$ cat src/rtl/vrc_pkg.sv
// Shared constants for the VRC2/VRC4-class mapper core: register decode codes,
// mirroring modes, IRQ prescaler constants and save-state register indices.
package vrc_pkg;

    typedef enum logic [1:0] {
        MIR_V  = 2'd0,
        MIR_H  = 2'd1,
        MIR_S0 = 2'd2,
        MIR_S1 = 2'd3
    } mirror_t;

    // Register page is cpu_addr[14:12]; sub-select is {A1, A0}.
    localparam logic [2:0] PAGE_PRG0 = 3'd0;
    localparam logic [2:0] PAGE_CTRL = 3'd1;
    localparam logic [2:0] PAGE_PRG1 = 3'd2;
    localparam logic [2:0] PAGE_IRQ  = 3'd7;

    localparam logic [1:0] SEL_MIRROR   = 2'd0;
    localparam logic [1:0] SEL_MISC     = 2'd2;
    localparam logic [1:0] SEL_LATCH_LO = 2'd0;
    localparam logic [1:0] SEL_LATCH_HI = 2'd1;
    localparam logic [1:0] SEL_IRQ_CTRL = 2'd2;
    localparam logic [1:0] SEL_IRQ_ACK  = 2'd3;

    localparam logic [8:0] PRESCALE_INIT   = 9'd341;
    localparam logic [8:0] PRESCALE_STEP   = 9'd3;
    localparam logic [8:0] PRESCALE_RELOAD = PRESCALE_INIT - PRESCALE_STEP;

    localparam logic [7:0] SS_PRG0     = 8'd0;
    localparam logic [7:0] SS_PRG1     = 8'd1;
    localparam logic [7:0] SS_MISC     = 8'd2;
    localparam logic [7:0] SS_CHR_LO   = 8'd3;
    localparam logic [7:0] SS_CHR_HI   = 8'd11;
    localparam logic [7:0] SS_CHR_END  = 8'd18;
    localparam logic [7:0] SS_LATCH    = 8'd19;
    localparam logic [7:0] SS_COUNTER  = 8'd20;
    localparam logic [7:0] SS_CTRL     = 8'd21;
    localparam logic [7:0] SS_PRESC_LO = 8'd22;
    localparam logic [7:0] SS_PRESC_HI = 8'd23;

    function automatic logic mirror_a10(input mirror_t mode, input logic [13:0] ppu_addr);
        case (mode)
            MIR_V:   return ppu_addr[10];
            MIR_H:   return ppu_addr[11];
            MIR_S0:  return 1'b0;
            default: return 1'b1;
        endcase
    endfunction

endpackage

$ cat src/rtl/vrc_irq_timer.sv
// VRC4 IRQ timer: 8-bit up-counter with reload latch, driven either every M2
// (cycle mode) or through the 341/3 prescaler that approximates PPU scanlines.
module vrc_irq_timer
    import vrc_pkg::*;
(
    input  logic       m2,
    input  logic       rst_n,
    input  logic       run,
    input  logic       wr_en,
    input  logic [1:0] sel,
    input  logic [7:0] dat,
    input  logic       ss_we,
    input  logic [7:0] ss_addr,
    output logic [7:0] ss_rdat,
    output logic       irq
);

    logic [7:0] latch;
    logic [7:0] counter;
    logic [2:0] ctrl;
    logic [8:0] prescaler;
    logic       presc_wrap;
    logic       tick;
    logic       overflow;
    logic       ack;

    // ctrl = {M, E, A}
    assign presc_wrap = (prescaler <= PRESCALE_STEP);
    assign tick       = run & ctrl[1] & (ctrl[2] | presc_wrap);
    assign overflow   = tick & (counter == 8'hFF);
    assign ack        = wr_en & (sel == SEL_IRQ_ACK);

    always_ff @(negedge m2 or negedge rst_n) begin
        if (!rst_n) begin
            latch     <= 8'h00;
            counter   <= 8'h00;
            ctrl      <= 3'b000;
            prescaler <= PRESCALE_INIT;
            irq       <= 1'b0;
        end else if (ss_we) begin
            case (ss_addr)
                SS_LATCH:    latch <= dat;
                SS_COUNTER:  counter <= dat;
                SS_CTRL:     ctrl <= dat[2:0];
                SS_PRESC_LO: prescaler[7:0] <= dat;
                SS_PRESC_HI: begin
                    prescaler[8] <= dat[0];
                    irq          <= dat[1];
                end
                default: ;
            endcase
        end else if (wr_en && sel == SEL_IRQ_CTRL) begin
            // A control write overrides any tick landing on the same edge.
            ctrl      <= dat[2:0];
            irq       <= 1'b0;
            prescaler <= PRESCALE_INIT;
            if (dat[1])
                counter <= latch;
        end else begin
            if (wr_en && sel == SEL_LATCH_LO)
                latch[3:0] <= dat[3:0];
            if (wr_en && sel == SEL_LATCH_HI)
                latch[7:4] <= dat[3:0];
            if (run && ctrl[1] && !ctrl[2])
                prescaler <= presc_wrap ? prescaler + PRESCALE_RELOAD : prescaler - PRESCALE_STEP;
            if (tick)
                counter <= overflow ? latch : counter + 8'd1;
            if (ack)
                ctrl[1] <= ctrl[0];
            irq <= overflow | (irq & ~ack);
        end
    end

    always_comb begin
        ss_rdat = 8'hFF;
        case (ss_addr)
            SS_LATCH:    ss_rdat = latch;
            SS_COUNTER:  ss_rdat = counter;
            SS_CTRL:     ss_rdat = {5'b00000, ctrl};
            SS_PRESC_LO: ss_rdat = prescaler[7:0];
            SS_PRESC_HI: ss_rdat = {6'b000000, irq, prescaler[8]};
            default:     ss_rdat = 8'hFF;
        endcase
    end

endmodule

$ cat src/rtl/map_vrc4_core.sv
// Parametrised VRC2/VRC4-class mapper: PRG/CHR banking, mirroring, WRAM enable,
// optional IRQ timer and a save-state register port; all state moves on falling M2.
module map_vrc4_core
    import vrc_pkg::*;
#(
    parameter int PRG_BANK_W = 5,
    parameter int CHR_BANK_W = 9,
    parameter int A0_BIT     = 0,
    parameter int A1_BIT     = 1,
    parameter int IRQ_EN     = 1
) (
    input  logic                    m2,
    input  logic                    rst_n,
    input  logic [15:0]             cpu_addr,
    input  logic [7:0]              cpu_dat,
    input  logic                    cpu_rw,
    input  logic [13:0]             ppu_addr,
    input  logic                    ss_act,
    input  logic                    ss_we,
    input  logic [7:0]              ss_addr,
    output logic [7:0]              ss_rdat,
    output logic [PRG_BANK_W+12:0]  prg_addr,
    output logic [CHR_BANK_W+9:0]   chr_addr,
    output logic                    ciram_a10,
    output logic                    ram_ce,
    output logic                    irq
);

    localparam logic [PRG_BANK_W-1:0] PRG_LAST   = '1;
    localparam logic [PRG_BANK_W-1:0] PRG_SECOND = {{(PRG_BANK_W-1){1'b1}}, 1'b0};

    logic [PRG_BANK_W-1:0] prg0;
    logic [PRG_BANK_W-1:0] prg1;
    mirror_t               mirror;
    logic                  wram_en;
    logic                  prg_swap;
    logic [CHR_BANK_W-1:0] chr [8];

    logic [2:0] page;
    logic [1:0] sel;
    logic [1:0] chr_pair;
    logic [2:0] chr_slot;
    logic       cpu_wr;
    logic       ss_wr;
    logic       tm_wr;
    logic       ss_is_chr;
    logic       ss_chr_hi;
    logic [2:0] ss_chr_idx;
    logic [15:0] ss_chr_wide;
    logic [7:0] tm_rdat;
    logic [PRG_BANK_W-1:0] prg_bank;
    logic       unused_ppu;

    assign page     = cpu_addr[14:12];
    assign sel      = {cpu_addr[A1_BIT], cpu_addr[A0_BIT]};
    assign chr_pair = page[1:0] - 2'd3;
    assign chr_slot = {chr_pair, sel[1]};
    assign cpu_wr   = ~cpu_rw & cpu_addr[15] & ~ss_act;
    assign ss_wr    = ss_act & ss_we;
    assign tm_wr    = cpu_wr & (page == PAGE_IRQ);

    assign ss_is_chr   = (ss_addr >= SS_CHR_LO) && (ss_addr <= SS_CHR_END);
    assign ss_chr_hi   = (ss_addr >= SS_CHR_HI);
    assign ss_chr_idx  = ss_chr_hi ? 3'(ss_addr - SS_CHR_HI) : 3'(ss_addr - SS_CHR_LO);
    assign ss_chr_wide = 16'(chr[ss_chr_idx]);
    assign unused_ppu  = ppu_addr[13];

    // Save-state views a CHR bank as a zero-extended 16-bit value split in bytes.
    function automatic logic [CHR_BANK_W-1:0] put_byte(input logic [CHR_BANK_W-1:0] cur,
                                                       input logic hi, input logic [7:0] b);
        logic [15:0] w;
        w = 16'(cur);
        if (hi)
            w[15:8] = b;
        else
            w[7:0] = b;
        return w[CHR_BANK_W-1:0];
    endfunction

    always_ff @(negedge m2 or negedge rst_n) begin
        if (!rst_n) begin
            prg0     <= '0;
            prg1     <= '0;
            mirror   <= MIR_V;
            wram_en  <= 1'b0;
            prg_swap <= 1'b0;
            for (int i = 0; i < 8; i++)
                chr[i] <= '0;
        end else if (ss_wr) begin
            if (ss_addr == SS_PRG0)
                prg0 <= cpu_dat[PRG_BANK_W-1:0];
            if (ss_addr == SS_PRG1)
                prg1 <= cpu_dat[PRG_BANK_W-1:0];
            if (ss_addr == SS_MISC) begin
                mirror   <= mirror_t'(cpu_dat[1:0]);
                wram_en  <= cpu_dat[2];
                prg_swap <= cpu_dat[3];
            end
            if (ss_is_chr)
                chr[ss_chr_idx] <= put_byte(chr[ss_chr_idx], ss_chr_hi, cpu_dat);
        end else if (cpu_wr) begin
            case (page)
                PAGE_PRG0: prg0 <= cpu_dat[PRG_BANK_W-1:0];
                PAGE_PRG1: prg1 <= cpu_dat[PRG_BANK_W-1:0];
                PAGE_CTRL: begin
                    if (sel == SEL_MIRROR)
                        mirror <= mirror_t'(cpu_dat[1:0]);
                    if (sel == SEL_MISC) begin
                        wram_en  <= cpu_dat[0];
                        prg_swap <= cpu_dat[1];
                    end
                end
                3'd3, 3'd4, 3'd5, 3'd6: begin
                    if (sel[0])
                        chr[chr_slot][CHR_BANK_W-1:4] <= cpu_dat[CHR_BANK_W-5:0];
                    else
                        chr[chr_slot][3:0] <= cpu_dat[3:0];
                end
                default: ;
            endcase
        end
    end

    // Swap mode exchanges the $8000 and $C000 windows.
    always_comb begin
        prg_bank = PRG_LAST;
        case (cpu_addr[14:13])
            2'd0:    prg_bank = prg_swap ? PRG_SECOND : prg0;
            2'd1:    prg_bank = prg1;
            2'd2:    prg_bank = prg_swap ? prg0 : PRG_SECOND;
            default: prg_bank = PRG_LAST;
        endcase
    end

    assign prg_addr  = {prg_bank, cpu_addr[12:0]};
    assign chr_addr  = {chr[ppu_addr[12:10]], ppu_addr[9:0]};
    assign ciram_a10 = mirror_a10(mirror, ppu_addr);
    assign ram_ce    = wram_en & (cpu_addr[15:13] == 3'b011);

    generate
        if (IRQ_EN != 0) begin : g_irq
            vrc_irq_timer u_timer (
                .m2      (m2),
                .rst_n   (rst_n),
                .run     (~ss_act),
                .wr_en   (tm_wr),
                .sel     (sel),
                .dat     (cpu_dat),
                .ss_we   (ss_wr),
                .ss_addr (ss_addr),
                .ss_rdat (tm_rdat),
                .irq     (irq)
            );
        end else begin : g_no_irq
            assign tm_rdat = 8'hFF;
            assign irq     = 1'b0;
        end
    endgenerate

    always_comb begin
        ss_rdat = 8'hFF;
        if (ss_addr == SS_PRG0)
            ss_rdat = 8'(prg0);
        else if (ss_addr == SS_PRG1)
            ss_rdat = 8'(prg1);
        else if (ss_addr == SS_MISC)
            ss_rdat = {4'b0000, prg_swap, wram_en, mirror};
        else if (ss_is_chr)
            ss_rdat = ss_chr_hi ? ss_chr_wide[15:8] : ss_chr_wide[7:0];
        else if (ss_addr >= SS_LATCH && ss_addr <= SS_PRESC_HI)
            ss_rdat = tm_rdat;
    end

endmodule

$ cat config.mk
export PLATFORM = sky130hd
export DESIGN_NAME = map_vrc4_core
export DESIGN_NICKNAME = d
export VERILOG_FILES = /design/src/rtl/vrc_pkg.sv /design/src/rtl/vrc_irq_timer.sv /design/src/rtl/map_vrc4_core.sv
export SDC_FILE = /design/constraint.sdc
export NUM_CORES = 1
export LEC_CHECK = 0
export ABC_AREA = 0
export CORE_MARGIN = 3
export CORE_UTILIZATION = 30
export CTS_BUF_LIST = sky130_fd_sc_hd__clkbuf_4 sky130_fd_sc_hd__clkbuf_8
export DETAILED_ROUTE_END_ITERATION = 10
export PLACE_DENSITY = 0.44
export SYNTH_ARGS = -nofsm -noshare
export SYNTH_HDL_FRONTEND = slang
export SYNTH_SLANG_ARGS = --single-unit
$ cat constraint.sdc
create_clock -name m2 -period 6.4 [get_ports m2]
set_input_delay 0.96 -clock m2 [delete_from_list [all_inputs] [get_ports m2]]
set_output_delay 0.96 -clock m2 [all_outputs]
set_load 0.005 [all_outputs]
* Word level (Yosys, flattened, before mapping)
Cells that the tools add are included.
Operators by class: add/sub/neg operators 6, multipliers 0, divide/modulo/power cells 0, $lt $le $gt $ge 11, equality and inequality tests 34, shifts and indexed selects 0, muxes and demuxes 87, bitwise logic cells 18, reduce and logical (&&, ||, !) cells 41
Operators by type and width (count):
- 72-bit two-way mux | 5
- 72-bit bitwise mux | 3
- 8-bit two-way mux | 19
- 9-bit two-way mux | 10
- 9-bit demux with 3-bit select | 3
- 9-bit binary-select mux with 3-bit select | 2
- 5-bit two-way mux | 10
- 8-bit by 5-bit == test with 1-bit output (second input constant) | 5
- 8-bit case mux with 5 select lines | 1
- 1-bit two-way mux | 21
- 2-bit nonzero test | 10
- 2-bit != test (second input constant) | 9
- 3-bit AND reduction | 6
- 8-bit by 5-bit <= comparator with 1-bit output (second input constant) | 2
- 5-bit case mux with 3 select lines | 1
- 3-bit == test (second input constant) | 4
- 4-bit >= comparator (second input constant) | 3
- 4-bit two-way mux | 3
- 3-bit inverter with 4-bit output | 3
- 1-bit bitwise AND | 10
- 2-bit two-way mux | 5
- 9-bit adder (second input constant) | 1
- 3-bit by 2-bit == test with 1-bit output (second input constant) | 3
- 9-bit by 2-bit <= comparator with 1-bit output (second input constant) | 1
- 29 further kinds | 57
Word-level totals: flip-flop bits (word level) 115, latch bits 0, memory bits (writable) 0, ROM bits 0, output and inout bits 48, word-level logic and storage cells 218, memories kept 0

* Logic depth before layout (Yosys ltp)
depth in word-level cells 12, gate-level depth with buffers 10

* Hierarchy
A second synthesis with hierarchy kept.
Second synthesis, totals: cells, all modules 1011, area, all modules 9232.6 µm²
Modules (own cells, without submodules):
- map_vrc4_core | instances 1, cells each 737, area an instance 6980.4 µm², sequential area each 2152.1 µm²
- vrc_irq_timer | instances 1, cells each 274, area an instance 2252.2 µm², sequential area each 732.0 µm²

==> run metrics <==
status=complete, no violations; Layout fillers=2904; switching power total=between 1 and 1.5 mW; WL final=35700 µm; Initial Utilization=30.9%; die width=176 µm; Worst Setup Start Kind=flop; Int Power=1.93 mW; M1 GR Usage=35.5%; CP Data Required Time=5.44 ns; H-tree depth=4; register clock-pin slew on the reported worst setup and hold paths=roughly 0.06 ns; Placed Instances=1480; hold crit path type=reg -> reg; EDFF count, synth=0; antenna cell count=0; CP Max Fanout=6; VDD IR-drop max=0.0000857 V; worst-margin pin slew=1.20 ns; Clock Power Share=a little over a quarter; drt initial violations=810; ys async rst share=100%; Syn Nets=997; Final setup violation count=0; Post-DP HPWL=26600 µm; distinct cell type count after synthesis=77; final cell count without fillers=1531; Fin. Hold Viols=0; Root Buffer=clkbuf_8; initial antenna violation count=0; crit end category=primary output; Mean Syn Cell Area=a little over 9 µm²; placed inst area=10900 µm²; num ports=about 100; Nets=1199; met2 Resource Use GR=between 30% and 40%; routed length per instance=23.3 µm; drc violations=0; top cells by area, synth=dfrtn_1 (32%), mux4_2 (7.0%), mux2_2 (4.1%), o21a_1 (3.8%), nand2_1 (3.5%); Clock Path Buffers=2; largest net degree at the start of global routing=49; first-pass GRT wire length=54700 µm; total number of vias=8600; CTS tree=done; Slew headroom=about a fifth; CTS Sinks=115; cts hold-fix bufs=0; Die Y-Extent=176 µm; gr usage total=a little under a quarter; std cell rows=61; Buffers on Ports=57; max_cap viols=0; sequential fraction of the synthesis area=33.1%; net switching share of the total power=35.7%; Die ar.=31100 µm²; Inserted Clock Buffers=17; Post-Syn Area=8710 µm²; post-synth top area cell=dfrtn_1; post-layout power=3.01 mW; drt pass-1 iters=5; CP Class=reg -> out; total congestion overflow=0; Final Slew Violations=0; PwrDens=about 260 nW/µm²; RSZ-0062 raised after global routing=true; Clk Latency, worst-skew pair=between 0.4 and 0.5 ns; ANT nets after route=0; vias in the first global route=8618; Synth top area share=31.6%; Syn Inst Count=938; final worst slack=0.0436 ns; design area=11500 µm²; Critical Path AT=5.40 ns; FF+latch count, synth=115; YS warnings=0; Vias per Instance=5.62; post-route clock skew=0.0761 ns; Core Region=28200 µm²; Placer Congestion=0.866; Reg power frac=38.0%; Logic pwr share=35.6%; static leakage=4.62 nW; Post-synth top flop=dfrtn_1; Top Usage Layer GRT=met1; proportion of layout cells with a drive suffix above 1=about 32%; dpl ws=-0.606 ns; Area Growth Syn to Fin=32.3%; grt met3 use=3.08%
-- per-stage QoR --
| stage | hold slack, ns | setup TNS [ns] | util (%) |
|---|---|---|---|
| 2_1_floorplan | 0.432 | 0 | - |
| 3_3_place_gp | 0.458 | -34.18 | 38.5 |
| 5_1_grt | 0.487 | -0.0512 | 40.8 |
| 4_1_cts | 0.458 | -0.0485 | 40.5 |
| 3_5_place_dp | 0.460 | -35.43 | 38.5 |
| 6_report | 0.459 | 0 | 40.8 |
-- power by group through the flow --
stage	clock, mW	sequential (mW)	combinational (mW)
2_1_floorplan	0.00583	1.08	0.649
3_3_place_gp	0.00583	1.15	0.991
3_5_place_dp	0.00583	1.16	0.998
4_1_cts	0.807	1.14	1.03
5_1_grt	0.838	1.17	1.18
6_report	0.794	1.14	1.07
-- synthesized netlist by cell type, types with 24 or more instances --
library cell  number
dfrtn_1          110
nand2_1           82
nor2_1            70
a21oi_1           61
o21a_1            44
clkbuf_1          36
o21ai_0           34
mux2_2            32
nand3_1           29
o22ai_1           29
buf_4             27
mux4_2            27
o221ai_1          25
nor3_1            24
-- kinds of logic after synthesis --
| logic type | Yosys count | synth area share [%] |
|---|---|---|
| xor gates and xnor gates | 6 | 1.03 |
| DFF | 115 | 33.1 |
| and+or+nand+nor | 293 | 17.6 |
| adders and majority gates | 8 | 1.15 |
| muxes | 73 | 12.7 |
| buffers and inverters | 101 | 5.90 |
| AOI/OAI and AO/OA | 342 | 28.5 |
-- layout by cell type, fill, tap and decap left out, types with 21 or more instances in the layout --
master / count
a21oi_1: 60
nand3_1: 29
mux2_2: 32
nor3_1: 24
mux4_2: 27
dfrtn_1: 110
clkdlybuf4s50_1: 47
nor2_1: 68
o21a_1: 44
nand2_1: 81
o22ai_1: 28
a31oi_1: 21
o221ai_1: 25
o21ai_0: 34
buf_4: 199
-- final timing paths --
path / start / to / slack, ns / depth (start not counted)
worst max-delay path: chr[19] / ss_rdat[1] / 0.04 / 8
worst min-delay path: g_irq.u_timer.latch[4] / g_irq.u_timer.latch[4] / 0.46 / 1
worst max register to register: g_irq.u_timer.prescaler[2] / g_irq.u_timer.counter[4] / 4.08 / 7
worst min register to register: g_irq.u_timer.latch[4] / g_irq.u_timer.latch[4] / 0.46 / 1
max in group asynchronous: rst_n / g_irq.u_timer.prescaler[0] / 2.09 / 2
min in group asynchronous: rst_n / chr[49] / 3.53 / 1
-- layout make-up --
cell class | instances | area [µm²] | share of cell area (%)
multi-input combinational | 722 | 5420 | 47.0
sequential | 115 | 2880 | 25.0
inverter | 12 | 45.0 | 0.391
clock buffer | 18 | 248 | 2.15
tap | 378 | 473 | 4.10
clock inverter | 19 | 194 | 1.68
timing repair buffer | 267 | 2270 | 19.7
-- critical path: stages (launching register included) --
cell and delay, ns:
dfrtn_1 0.37, mux4_2 0.46, mux2i_1 0.15, buf_4 0.17
buf_4 0.10, nor2_1 0.04, nor2_2 0.13, o31ai_2 0.09
dlygate4sd2_1 0.28
-- flip-flops by register name (all words and copies together) (netlist names) --
register / cells
chr: 72
g_irq.u_timer.prescaler: 9
g_irq.u_timer.counter: 8
g_irq.u_timer.latch: 8
prg0: 5
prg1: 5
g_irq.u_timer.ctrl: 3
mirror: 2
g_irq.u_timer.irq: 1
prg_swap: 1
wram_en: 1
-- timing repair --
item	CTS	global route
setup endpoints to repair	67	13
resized for setup	24	15
pin swaps	8	6
setup buffers	7	8
-- metal layers --
layer / routed length [µm] / part of all wire (%) / up-vias
met2: 15500 / 43 / 260
met1: 17700 / 50 / 4306
met3: 2080 / 5.8 / 29
met5: 0 / 0 / -
li1: - / - / 4005
met4: 390 / 1.1 / 0
Note: power is estimated with default switching activity, not from simulation.
